`src/rtl/scroll_controller.sv`:
```
// Road scroll, race distance/time and finish-line tracking, all advanced once per video frame.
// Sub-pixel motion is carried in a 6-bit fraction so slow speeds still move the road over several frames.
module scroll_controller #(
    parameter logic [15:0] TRACK_LENGTH = 16'd20000,
    parameter logic [10:0] PLAYER_Y     = 11'd380,
    parameter logic [10:0] SCREEN_H     = 11'd480
) (
    input  logic        clk,
    input  logic        resetN,
    input  logic        frame_start,
    input  logic [9:0]  player_speed,
    input  logic        restart,
    output logic [10:0] scroll_y,
    output logic [15:0] distance,
    output logic        finish_active,
    output logic [10:0] finish_y,
    output logic        finished,
    output logic [15:0] elapsed_frames,
    output logic [1:0]  state_dbg
);

    typedef enum logic [1:0] {
        RACING   = 2'd0,
        APPROACH = 2'd1,
        FINISHED = 2'd2
    } state_t;

    state_t      state;
    logic [5:0]  frac;

    logic [9:0]  speed_c;
    logic [9:0]  sum;
    logic [3:0]  step;
    logic [11:0] scroll_sum;
    logic [10:0] scroll_next;
    logic [16:0] dist_sum;
    logic [15:0] dist_next;
    logic [15:0] remaining;
    logic [11:0] fy_sum;
    logic [15:0] el_next;

    always_comb begin
        speed_c     = (player_speed > 10'd512) ? 10'd512 : player_speed;
        sum         = {4'd0, frac} + speed_c;
        step        = sum[9:6];
        scroll_sum  = {1'b0, scroll_y} + {8'd0, step};
        scroll_next = (scroll_sum >= {1'b0, SCREEN_H}) ? 11'(scroll_sum - {1'b0, SCREEN_H})
                                                       : scroll_sum[10:0];
        dist_sum    = {1'b0, distance} + {13'd0, step};
        dist_next   = (dist_sum >= {1'b0, TRACK_LENGTH}) ? TRACK_LENGTH : dist_sum[15:0];
        remaining   = TRACK_LENGTH - dist_next;
        fy_sum      = {1'b0, finish_y} + {8'd0, step};
        el_next     = (elapsed_frames == 16'hFFFF) ? 16'hFFFF : elapsed_frames + 16'd1;
    end

    assign state_dbg = state;

    always_ff @(posedge clk or negedge resetN) begin
        if (!resetN) begin
            state          <= RACING;
            frac           <= 6'd0;
            scroll_y       <= 11'd0;
            distance       <= 16'd0;
            finish_active  <= 1'b0;
            finish_y       <= 11'd0;
            finished       <= 1'b0;
            elapsed_frames <= 16'd0;
        end else if (restart) begin
            // scroll_y deliberately keeps its value so the road does not jump on restart
            state          <= RACING;
            frac           <= 6'd0;
            distance       <= 16'd0;
            finish_active  <= 1'b0;
            finish_y       <= 11'd0;
            finished       <= 1'b0;
            elapsed_frames <= 16'd0;
        end else if (frame_start) begin
            frac     <= sum[5:0];
            scroll_y <= scroll_next;
            case (state)
                RACING, APPROACH: begin
                    distance       <= dist_next;
                    elapsed_frames <= el_next;
                    if (remaining == 16'd0) begin
                        state         <= FINISHED;
                        finished      <= 1'b1;
                        finish_active <= 1'b1;
                        finish_y      <= PLAYER_Y;
                    end else if (remaining <= {5'd0, PLAYER_Y}) begin
                        state         <= APPROACH;
                        finish_active <= 1'b1;
                        finish_y      <= PLAYER_Y - remaining[10:0];
                    end
                end
                FINISHED: begin
                    // line scrolls down past the car; once off-screen its row is left frozen
                    if (finish_active) begin
                        if (fy_sum >= {1'b0, SCREEN_H}) begin
                            finish_active <= 1'b0;
                        end else begin
                            finish_y <= fy_sum[10:0];
                        end
                    end
                end
                default: state <= RACING;
            endcase
        end
    end

endmodule
```
`config.mk`:
```
export PLATFORM = sky130hd
export DESIGN_NAME = scroll_controller
export DESIGN_NICKNAME = d
export VERILOG_FILES = /design/src/rtl/scroll_controller.sv
export SDC_FILE = /design/constraint.sdc
export NUM_CORES = 1
export LEC_CHECK = 0
export BUFFER_PORTS_ARGS = -buffer_cell sky130_fd_sc_hd__clkbuf_2
export CORE_MARGIN = 2
export CORE_UTILIZATION = 44
export CTS_CLUSTER_SIZE = 28
export DETAILED_ROUTE_END_ITERATION = 10
export SYNTH_ARGS = -nofsm -noshare
export SYNTH_HDL_FRONTEND = slang
export SYNTH_SLANG_ARGS = --single-unit
```
`constraint.sdc`:
```
create_clock -name clk -period 7.4 [get_ports clk]
set_input_delay 1.48 -clock clk [delete_from_list [all_inputs] [get_ports clk]]
set_output_delay 1.48 -clock clk [all_outputs]
set_load 0.01 [all_outputs]
```
==> results.yml <==
run_status:
  status: "complete, no violations"
hold_path:
  whs_endpoint: "finished$_DFFE_PN0P_"
  hold_path.class: "flip-flop to flip-flop"
  hold_path_depth: 2
  worstHoldStart: "finished$_DFFE_PN0P_"
setup_path:
  crit_slowest_cell: "fa_2"
  end_kind: "flip-flop"
  reg2reg_from: "frac[0]$_DFFE_PN0P_"
  crit_buf_inv: 1
  worst_setup_path_start_kind: "primary input"
  crit_fanout: 5
  arrival_ns: 7.42
  cp-startpoint: "player_speed[3]"
  path_delay_family: "compound AO/OA/AOI/OAI gates"
  r2r_slack_ns: 1.24
  critPathRequiredTime_ns: 7.68
  critPathMaxStageDelay_ns: 0.44
  reg2regPathDepth: 27
  crit_type: "primary input to flip-flop"
  r2r_end: "finish_y[4]$_DFFE_PN0P_"
synth:
  synth_area_leaders: "dfrtp_1 30%, nor2_1 5.9%, ha_1 5.2%, a21oi_1 3.6%, o21ai_0 3.3%"
  synth_nets: 679
  ys_ff_latch: 64
  synth_edf_count: 0
  synth_ff_type: "dfrtp_1"
  synth_cells: 639
  yosys.area.top_type: "dfrtp_1"
  ys_seq_area_share_pct: 30.2
  yosysTopAreaCellShare_pct: 30.2
  synth_warnings: 0
  synthDistinctLibCells: 83
  synth_area_per_cell_um2: 8.31
  netlist_area_um2: 5310
  synth-async-reset-ratio_pct: 100
sta:
  final-hold-violation-count: 0
  max_slew_margin_pct: 45.1
  fin_skew_ns: 0.00978
  rsz0062_at_grt: "yes"
  fin_crit_sh_pct: 96.5
  slew_viol_final: 0
  worst_pin_slew_ns: 0.823
  setup_viol: 0
  fmax_mhz: 140
  min_period_ns: 7.14
cells_and_area:
  layout-drive-gt1-share_pct: 30.3
  regArea_um2: 1600
  fin_util_pct: 56.9
  n_antenna_cell: 0
  nNetsFinal: 804
  area_growth_pct: 27.6
  nFillCells: 1117
  multi_input_area_um2: 3690
place:
  dp_hpwl_mm: 10.6
  portBuffers: 71
  gp_congestion: 0.889
clock_tree:
  cts_buffers: 9
  cts_root_buf: "clkbuf_16"
  cts_sinks: 64
  cts_tree: "yes"
  worstSkewPairLatency_ns: 0.35
  clockBufferDepth: 2
  cts-htree-levels: 3
  cts_hold_repair.buffers: 0
  path_clk_slew_ns: 0.05
power_and_ir_drop:
  p_leak_nw: 3.08
  vdd_drop_max_uv: 168
  power.total_w: 0.00131
  powerDensity_nw_per_um2: 193
drt:
  drt.antenna.violating_nets: 0
  drt-wirelength-per-cell_um: 15.9
  drt_iter0_drc: 269
  dr.pass1.iters: 4
  wl_mm: 14.6
  vias_per_cell: 5.77
  route.detailed.drc: 0
  vias: 5281
global_routing:
  grt_pass1_wl_mm: 24.2
  grt_overflow: 0
  grt_max_degree: 65
  antenna_found_initial: 0
  gr-usage-all-layers_pct: 23.0
  grt_pass1_vias: 5107
floorplan:
  die_h_um: 114
  dieArea_um2: 13000
  start_util_pct: 44.6
  fp.coreArea_um2: 11900
  die_w_um: 114
  num_io_pins: 72
  fp-row-count: 40
run:
  cap_violations: 0
==> registers in the layout, summed over array words and instances (netlist names) <==
name,count
finish_active,1
scroll_y,11
distance,16
frac,6
state_dbg,2
finished,1
finish_y,11
elapsed_frames,16
==> layer usage <==
metal,vias to the layer above,track usage [%],routed length [um]
li1,2620,-,-
met1,2506,30.1,6640
met2,126,37.0,6870
met3,29,4.09,686
met4,0,11.3,378
met5,-,0,0
==> per-stage QoR <==
stage	hold slack [ns]	setup TNS, ns	std cells	cell area, um^2	setup slack, ns
after detailed placement	0.496	-1.75	893	6330	-0.222
after floorplan	0.493	0	639	5440	0.00364
final	0.507	0	916	6780	0.260
after global routing	0.524	-0.405	916	6780	-0.0968
after CTS	0.509	0	909	6630	0.107
after global placement	0.487	-0.502	893	6330	-0.0935
==> power by group <==
part,switching (W),internal (W),total (W)
Combinational,0.000227,0.000191,0.000418
Clock,0.000164,0.000278,0.000442
Sequential,0.0000558,0.000393,0.000449
Total,0.000447,0.000863,0.00131
==> synthesized netlist by cell type (15+ instances only) <==
library cell  count
ha_1             22
o21ai_0          35
nand2_1          46
a21oi_1          38
inv_1            19
nand3_1          30
dfrtp_1          64
nor3_1           22
xor2_1           15
xnor2_1          20
a211oi_1         17
nor2_1           83
clkbuf_1         21
==> what timing repair did <==
action	CTS	global route
gates resized for setup	0	19
setup endpoints to repair	0	15
hold endpoints to repair	0	0
buffers inserted	0	7
==> cells in the final DEF, fill, tap and decap left out, types with 9 or more instances in the layout <==
cell,instances
xnor2_1,19
buf_4,75
dfrtp_1,64
nor2_1,80
ha_1,18
xor2_1,15
nor3_1,21
inv_1,19
o21ai_0,31
a211oi_1,15
clkbuf_2,70
and3_1,12
nand3_1,29
nand2_1,44
a21oi_1,33
clkbuf_16,9
nor2b_1,12
a21o_1,12
nand4_1,11
mux2i_1,9
==> worst reg2reg max path: cells and delay by family, from the launching register on <==
family	cells	cell delay, ns
fa+ha+maj	5	1.46
compound gates	13	2.66
simple gates	7	1.27
flops	1	0.38
xor+xnor	2	0.34
==> cells by family after synthesis <==
logic type	synth area share [%]
buf+inv	4.22
compound gates	23.2
fa+ha+maj	6.69
xor+xnor	6.50
mux	3.18
flops	30.2
simple gates	26.1
==> how the worst max path moves through the flow <==
stage               slack, ns                       to  depth (start not counted)
floorplan               0.004  finish_y[4]$_DFFE_PN0P_                         31
global placement        -0.09  finish_y[4]$_DFFE_PN0P_                         33
detailed placement      -0.22  finish_y[3]$_DFFE_PN0P_                         33
CTS                      0.11  finish_y[4]$_DFFE_PN0P_                         33
global route             -0.1  finish_y[4]$_DFFE_PN0P_                         31
finish                   0.26  finish_y[4]$_DFFE_PN0P_                         30
==> area by class of cell <==
| class | instances | area share [%] |
|---|---|---|
| clock buffer | 13 | 3.84 |
| clock inverter | 3 | 0.591 |
| inverter | 19 | 1.05 |
| multi-input combinational | 523 | 54.5 |
| sequential | 64 | 23.6 |
| tap | 147 | 2.71 |
| timing repair buffer | 147 | 13.7 |
Power figures use the tool's default switching activity.
